==> config.mk <==
export PLATFORM = sky130hd
export DESIGN_NAME = bus_arb_mux
export DESIGN_NICKNAME = d
export VERILOG_FILES = /design/src/rtl/bus_arb_mux_pkg.sv /design/src/rtl/bus_arb_mux_rr_arbiter.sv /design/src/rtl/bus_arb_mux.sv
export SDC_FILE = /design/constraint.sdc
export NUM_CORES = 1
export LEC_CHECK = 0
export ABC_CLOCK_PERIOD_IN_PS = 6550
export CAP_MARGIN = 0
export CELL_PAD_IN_SITES_DETAIL_PLACEMENT = 0
export CELL_PAD_IN_SITES_GLOBAL_PLACEMENT = 1
export CORE_MARGIN = 3
export CORE_UTILIZATION = 29
export CTS_CLUSTER_SIZE = 20
export DETAILED_ROUTE_END_ITERATION = 12
export PLACE_DENSITY = 0.88
export SYNTH_ARGS = -nofsm -noshare
export SYNTH_HDL_FRONTEND = slang
export SYNTH_SLANG_ARGS = --single-unit
==> constraint.sdc <==
create_clock -name clk -period 6.55 [get_ports clk]
set_input_delay 1.6375 -clock clk [delete_from_list [all_inputs] [get_ports clk]]
set_output_delay 1.6375 -clock clk [all_outputs]
set_load 0.005 [all_outputs]
==> src/rtl/bus_arb_mux_pkg.sv <==
// Purpose: shared constants and helpers for the arbitrated bus multiplexer.
// Latency: n/a (declarations only).
// Backpressure: n/a.
package bus_mux_pkg;

  localparam int BUS_WIDTH_DEFAULT = 64;

  // Width of a channel index for n channels.
  function automatic int sel_width(input int n);
    return $clog2(n);
  endfunction

endpackage

==> src/rtl/bus_arb_mux_rr_arbiter.sv <==
// Purpose: round-robin / fixed-priority arbiter with a next-start pointer register.
// Latency: grant is combinational from req/fixed_prio; pointer moves on the next edge.
// Backpressure: pointer advances only when advance is high and something was granted.
//
// Ports:
//   clk, reset  - rising-edge clock, synchronous active-high reset
//   req         - per-channel request vector
//   fixed_prio  - 1: lowest index wins; 0: search upward from the pointer with wrap
//   advance     - the granted word is actually taken this cycle
//   grant       - one-hot grant (all zero when no request)
//   grant_idx   - binary index of the granted channel (0 when no grant)
module rr_arbiter
  import bus_mux_pkg::*;
#(
  parameter int CHANNELS = 4,
  parameter int SEL_W    = sel_width(CHANNELS)
) (
  input  logic                clk,
  input  logic                reset,
  input  logic [CHANNELS-1:0] req,
  input  logic                fixed_prio,
  input  logic                advance,
  output logic [CHANNELS-1:0] grant,
  output logic [SEL_W-1:0]    grant_idx
);

  logic [SEL_W-1:0] ptr_q;
  logic [SEL_W-1:0] ptr_d;
  logic [SEL_W-1:0] base;
  logic [SEL_W-1:0] idx;
  logic             found;

  // Search order starts at base and wraps naturally because CHANNELS is a
  // power of two, so the SEL_W-bit sum truncates to (base + k) mod CHANNELS.
  // The pointer is tracked in both modes so fairness history survives a
  // switch from fixed priority back to round-robin.
  always_comb begin
    grant     = '0;
    grant_idx = '0;
    found     = 1'b0;
    idx       = '0;
    base      = fixed_prio ? '0 : ptr_q;
    for (int k = 0; k < CHANNELS; k++) begin
      idx = base + SEL_W'(k);
      if (!found && req[idx]) begin
        found      = 1'b1;
        grant[idx] = 1'b1;
        grant_idx  = idx;
      end
    end
    ptr_d = ptr_q;
    if (advance && found) begin
      ptr_d = grant_idx + SEL_W'(1);
    end
  end

  always_ff @(posedge clk) begin
    if (reset) begin
      ptr_q <= '0;
    end else begin
      ptr_q <= ptr_d;
    end
  end

endmodule

==> src/rtl/bus_arb_mux.sv <==
// Purpose: N-channel valid/ready bus multiplexer with arbitration and a registered output.
// Latency: one cycle from an accepted input word to out_valid.
// Backpressure: while out_valid && !out_ready the output holds and every in_ready is 0.
//
// Ports:
//   clk, reset          - rising-edge clock, synchronous active-high reset
//   in_data/in_valid    - per-channel words and their valids (packed [CHANNELS][WIDTH])
//   in_ready            - per-channel accept strobe, combinational
//   fixed_prio          - 1: fixed priority, 0: round-robin (takes effect same cycle)
//   out_data/out_sel    - registered word and the index of the channel that supplied it
//   out_valid/out_ready - output handshake
module bus_arb_mux
  import bus_mux_pkg::*;
#(
  parameter int WIDTH    = BUS_WIDTH_DEFAULT,
  parameter int CHANNELS = 4,
  parameter int SEL_W    = sel_width(CHANNELS)
) (
  input  logic                           clk,
  input  logic                           reset,
  input  logic [CHANNELS-1:0][WIDTH-1:0] in_data,
  input  logic [CHANNELS-1:0]            in_valid,
  output logic [CHANNELS-1:0]            in_ready,
  input  logic                           fixed_prio,
  output logic [WIDTH-1:0]               out_data,
  output logic [SEL_W-1:0]               out_sel,
  output logic                           out_valid,
  input  logic                           out_ready
);

  logic [WIDTH-1:0]    out_data_q, out_data_d;
  logic [SEL_W-1:0]    out_sel_q, out_sel_d;
  logic                out_valid_q, out_valid_d;

  logic                adv;
  logic [CHANNELS-1:0] grant;
  logic [SEL_W-1:0]    grant_idx;
  logic                xfer;
  logic [WIDTH-1:0]    sel_data;

  // The output slot can take a new word when it is empty or being drained.
  // Reset also blocks acceptance so no producer thinks its word was taken.
  assign adv = (!out_valid_q || out_ready) && !reset;

  rr_arbiter #(
    .CHANNELS (CHANNELS),
    .SEL_W    (SEL_W)
  ) u_arb (
    .clk        (clk),
    .reset      (reset),
    .req        (in_valid),
    .fixed_prio (fixed_prio),
    .advance    (adv),
    .grant      (grant),
    .grant_idx  (grant_idx)
  );

  assign in_ready = grant & {CHANNELS{adv}};
  // Grant is a subset of in_valid, so any ready bit means a transfer.
  assign xfer     = |in_ready;

  // One-hot AND-OR select; grant is one-hot so at most one term is non-zero.
  always_comb begin
    sel_data = '0;
    for (int i = 0; i < CHANNELS; i++) begin
      sel_data = sel_data | (in_data[i] & {WIDTH{grant[i]}});
    end
  end

  always_comb begin
    out_data_d  = out_data_q;
    out_sel_d   = out_sel_q;
    out_valid_d = out_valid_q;
    if (xfer) begin
      out_data_d  = sel_data;
      out_sel_d   = grant_idx;
      out_valid_d = 1'b1;
    end else if (out_ready) begin
      // Drained with nothing behind it: keep data/sel, just drop valid.
      out_valid_d = 1'b0;
    end
  end

  always_ff @(posedge clk) begin
    if (reset) begin
      out_data_q  <= '0;
      out_sel_q   <= '0;
      out_valid_q <= 1'b0;
    end else begin
      out_data_q  <= out_data_d;
      out_sel_q   <= out_sel_d;
      out_valid_q <= out_valid_d;
    end
  end

  assign out_data  = out_data_q;
  assign out_sel   = out_sel_q;
  assign out_valid = out_valid_q;

endmodule

==> impl_results.html <==
<table>
<tr><th>Metric</th><th>Value</th></tr>
<tr><th colspan="2">Worst setup path</th></tr>
<tr><td>Flop2flop setup slack</td><td>2.62 ns</td></tr>
<tr><td>Required time reported for the critical path endpoint</td><td>4.91 ns</td></tr>
<tr><td>Capturing element type of the critical path</td><td>output pin</td></tr>
<tr><td>Critical path data arrival time</td><td>4.60 ns</td></tr>
<tr><td>Critical register-to-register path endpoint</td><td>out_data[16]$_SDFFE_PP0P_</td></tr>
<tr><td>Critical path start-end classification</td><td>input port to output pin</td></tr>
<tr><td>Critical path peak fanout</td><td>10</td></tr>
<tr><td>R2R depth</td><td>13</td></tr>
<tr><td>Type of element launching the critical path</td><td>input port</td></tr>
<tr><td>Reg2Reg Launch Point</td><td>u_arb.ptr_q[0]$_SDFFE_PP0P_</td></tr>
<tr><th colspan="2">Synth</th></tr>
<tr><td>Distinct cell type count after synthesis</td><td>50</td></tr>
<tr><td>Count of flip-flops with a built-in enable after synthesis</td><td>0</td></tr>
<tr><td>Cells after Synth</td><td>616</td></tr>
<tr><td>Post-synthesis sequential area ratio</td><td>0.247</td></tr>
<tr><td>Most common cell in the netlist</td><td>sky130_fd_sc_hd__nor2_1</td></tr>
<tr><td>#FFs+latches synth</td><td>69</td></tr>
<tr><td>Post-synthesis cell area</td><td>0.00560 mm2</td></tr>
<tr><td>Yosys synthesis warning count</td><td>0</td></tr>
<tr><td>Leading post-synthesis cells by cell area</td><td>sky130_fd_sc_hd__dfxtp_1, sky130_fd_sc_hd__mux2i_1, sky130_fd_sc_hd__a221o_1</td></tr>
<tr><td>Area share of the largest cell type after synthesis</td><td>0.247</td></tr>
<tr><td>Commonest cells post-synth</td><td>sky130_fd_sc_hd__nor2_1, sky130_fd_sc_hd__dfxtp_1, sky130_fd_sc_hd__nand2b_1, sky130_fd_sc_hd__mux2i_1</td></tr>
<tr><td>Mean Syn Cell Area</td><td>9.09 um2</td></tr>
<tr><td>Largest area contributor in the synthesized netlist</td><td>sky130_fd_sc_hd__dfxtp_1</td></tr>
<tr><td>Async SR Flop Fraction</td><td>0</td></tr>
<tr><td>Dominant synthesized flop cell</td><td>sky130_fd_sc_hd__dfxtp_1</td></tr>
<tr><td>Post-Syn Nets</td><td>888</td></tr>
<tr><th colspan="2">Place</th></tr>
<tr><td>Weighted congestion reported at the end of routability-driven placement</td><td>0.899</td></tr>
<tr><td>IO buf count</td><td>334</td></tr>
<tr><td>Placement Setup Slack</td><td>0.368 ns</td></tr>
<tr><td>Post-placement cell area</td><td>0.00905 mm2</td></tr>
<tr><td>Placed insts</td><td>1,158</td></tr>
<tr><td>Dpl hpwl</td><td>16,800 um</td></tr>
<tr><th colspan="2">STA</th></tr>
<tr><td>Number of endpoints with negative hold slack in the final report</td><td>0</td></tr>
<tr><td>Transition at the pin with the smallest max-transition slack</td><td>0.940 ns</td></tr>
<tr><td>Skew final</td><td>0.00548 ns</td></tr>
<tr><td>Period Utilization, post-route</td><td>0.953</td></tr>
<tr><td>Final worst slack</td><td>0.310 ns</td></tr>
<tr><td>Slew margin rel.</td><td>0.373</td></tr>
<tr><td>Final min period</td><td>6.24 ns</td></tr>
<tr><td>Highest achievable clock rate</td><td>0.160 GHz</td></tr>
<tr><td>Total negative slack</td><td>0 ns</td></tr>
<tr><td>Setup repair after global routing missed its margin</td><td>no</td></tr>
<tr><td>Hold_ws</td><td>0.473 ns</td></tr>
<tr><td>Number of endpoints failing setup at the final stage</td><td>0</td></tr>
<tr><td>Fin. max-slew vios</td><td>0</td></tr>
<tr><th colspan="2">GRT</th></tr>
<tr><td>Maximum number of pins on one net before global-route repair</td><td>71</td></tr>
<tr><td>Vias in the first global route</td><td>6,352</td></tr>
<tr><td>Overall routing resource usage</td><td>0.211</td></tr>
<tr><td>Overflow left after global routing</td><td>0</td></tr>
<tr><td>Wire length of the first global-routing pass</td><td>35,900 um</td></tr>
<tr><td>Number of antenna violations at the first check in global routing</td><td>1</td></tr>
<tr><th colspan="2">Detailed routing</th></tr>
<tr><td>First drt pass iteration count</td><td>5</td></tr>
<tr><td>Total DRC errors in the routed layout</td><td>0</td></tr>
<tr><td>Total wire length after detailed routing</td><td>23,300 um</td></tr>
<tr><td>Detailed router's first-iteration violation count</td><td>431</td></tr>
<tr><td>Post-DR vias/cell</td><td>5.44</td></tr>
<tr><td>Vias after detailed routing</td><td>6,376</td></tr>
<tr><td>DRT antenna net count</td><td>0</td></tr>
<tr><td>Post-DR wirelength/cell</td><td>19.9 um</td></tr>
<tr><th colspan="2">Hold path</th></tr>
<tr><td>Hold path start</td><td>out_data[44]$_SDFFE_PP0P_</td></tr>
<tr><td>Number of cells traversed by the worst hold path</td><td>2</td></tr>
<tr><td>Hold Path End</td><td>out_data[44]$_SDFFE_PP0P_</td></tr>
<tr><td>Hold/Removal Path Class</td><td>flop to flop</td></tr>
<tr><th colspan="2">Power and ir drop</th></tr>
<tr><td>Total power draw</td><td>3.20 mW</td></tr>
<tr><td>Power per Cell Area</td><td>342 mW/mm2</td></tr>
<tr><td>Static Leakage</td><td>3.44 nW</td></tr>
<tr><td>Worst VDD drop</td><td>0.205 mV</td></tr>
<tr><th colspan="2">CTS</th></tr>
<tr><td>CTS tree</td><td>built</td></tr>
<tr><td>Clk Tree Root Cell</td><td>sky130_fd_sc_hd__clkbuf_16</td></tr>
<tr><td>Total number of clock tree sinks</td><td>69</td></tr>
<tr><td>Buffers inserted by post-CTS timing repair</td><td>0</td></tr>
<tr><td>Number of buffers inserted by hold repair at cts</td><td>0</td></tr>
<tr><td>Longest Clk Path Bufs</td><td>2</td></tr>
<tr><td>Post_cts resized</td><td>0</td></tr>
<tr><td>Number of clock buffers inserted by TritonCTS</td><td>9</td></tr>
<tr><td># H-tree levels</td><td>3</td></tr>
<tr><td>CTS clk-pin slew, worst paths</td><td>0.05 ns</td></tr>
<tr><td>Worst-Skew Late Latency</td><td>0.33 ns</td></tr>
<tr><th colspan="2">Final layout</th></tr>
<tr><td>Fin nets</td><td>1,181</td></tr>
<tr><td>Relative area change from synthesis to final layout</td><td>67.1%</td></tr>
<tr><td>Final instance count without filler cells</td><td>1,173</td></tr>
<tr><td>Finished layout cell area</td><td>0.00935 mm2</td></tr>
<tr><td>Share of the core filled with cells in the final layout</td><td>0.497</td></tr>
<tr><td>Antenna cell count</td><td>0</td></tr>
<tr><td>Proportion of layout cells with a drive suffix above 1</td><td>0.0778</td></tr>
<tr><th colspan="2">Floorplanning</th></tr>
<tr><td>Vertical extent of the die</td><td>145 um</td></tr>
<tr><td>Area of the core</td><td>0.0188 mm2</td></tr>
<tr><td>Row count</td><td>50</td></tr>
<tr><td>Die X</td><td>145 um</td></tr>
<tr><td>Starting density of the core</td><td>0.297</td></tr>
<tr><td>Count of pins on the block boundary</td><td>335</td></tr>
<tr><td>Area of the die</td><td>0.0210 mm2</td></tr>
<tr><th colspan="2">Outcome</th></tr>
<tr><td>Status</td><td>finished, final reports clean</td></tr>
<tr><th colspan="2">Flow run</th></tr>
<tr><td>Maxcap violations</td><td>0</td></tr>
</table>
-- report_power, final --
group / switching, mW / internal [mW]
Sequential: 0.103 / 0.609
Combinational: 0.968 / 1.02
Clock: 0.185 / 0.312
-- metal layers --
layer	vias up	track usage	wire, um
li1	3036	-	-
met1	3008	0.259	9670
met2	290	0.358	11100
met3	40	0.0543	1820
met4	2	0.0760	641
met5	-	0	13
-- cell usage in the layout, fill, tap and decap left out, drive strengths merged, types with 4 or more instances in the layout --
master / instances
a221o: 64
nand2: 11
nand3: 4
mux2i: 67
inv: 8
dfxtp: 69
a22oi: 64
mux4: 5
buf: 16
nand2b: 71
a21oi: 7
o21ai: 6
ha: 8
clkdlybuf4s50: 333
clkbuf: 11
nor2: 71
a31oi: 5
a221oi: 64
-- state kept, by name, summed over array words and instances (netlist names) --
register / cells
out_data: 64
out_sel: 2
u_arb.ptr_q: 2
out_valid: 1
-- cells by family after synthesis --
logic type                 after synthesis  share of synthesized area
AOI/OAI and AO/OA                      221                      0.360
and+or+nand+nor                        169                      0.154
buffers and inverters                   75                     0.0780
muxes                                   73                      0.142
DFF                                     69                      0.247
adders and majority gates                8                     0.0179
xor gates and xnor gates                 1                    0.00156
-- area by class of cell --
class	count	area, um2
repair buffers	349	3460
well taps	260	325
multi-input cells	472	3850
fillers	1774	9480
inverters	8	32.5
flip-flops and latches	69	1380
clock inverters	4	47.5
clock buffers	11	253
-- worst max path at each step --
stage / depth (start not counted) / slack (ns) / end / from
6_report: 10 / 0.31 / in_ready[0] / fixed_prio
4_1_cts: 10 / 0.35 / in_ready[0] / fixed_prio
2_1_floorplan: 12 / 1.23 / in_ready[3] / fixed_prio
3_3_place_gp: 10 / 0.40 / in_ready[0] / fixed_prio
3_5_place_dp: 10 / 0.37 / in_ready[0] / fixed_prio
5_1_grt: 10 / 0.12 / in_ready[3] / fixed_prio
-- critical path, stage by stage --
cell and delay [ns]:
sky130_fd_sc_hd__clkdlybuf4s50_1 0.61, sky130_fd_sc_hd__nand2b_4 0.28, sky130_fd_sc_hd__inv_1 0.09, sky130_fd_sc_hd__ha_1 0.35, sky130_fd_sc_hd__mux4_2 0.26, sky130_fd_sc_hd__o21ai_1 0.09
sky130_fd_sc_hd__nor2_1 0.39, sky130_fd_sc_hd__a21o_2 0.21, sky130_fd_sc_hd__nor2b_1 0.16, sky130_fd_sc_hd__clkdlybuf4s50_1 0.53
(Power assumes the default switching activity.)
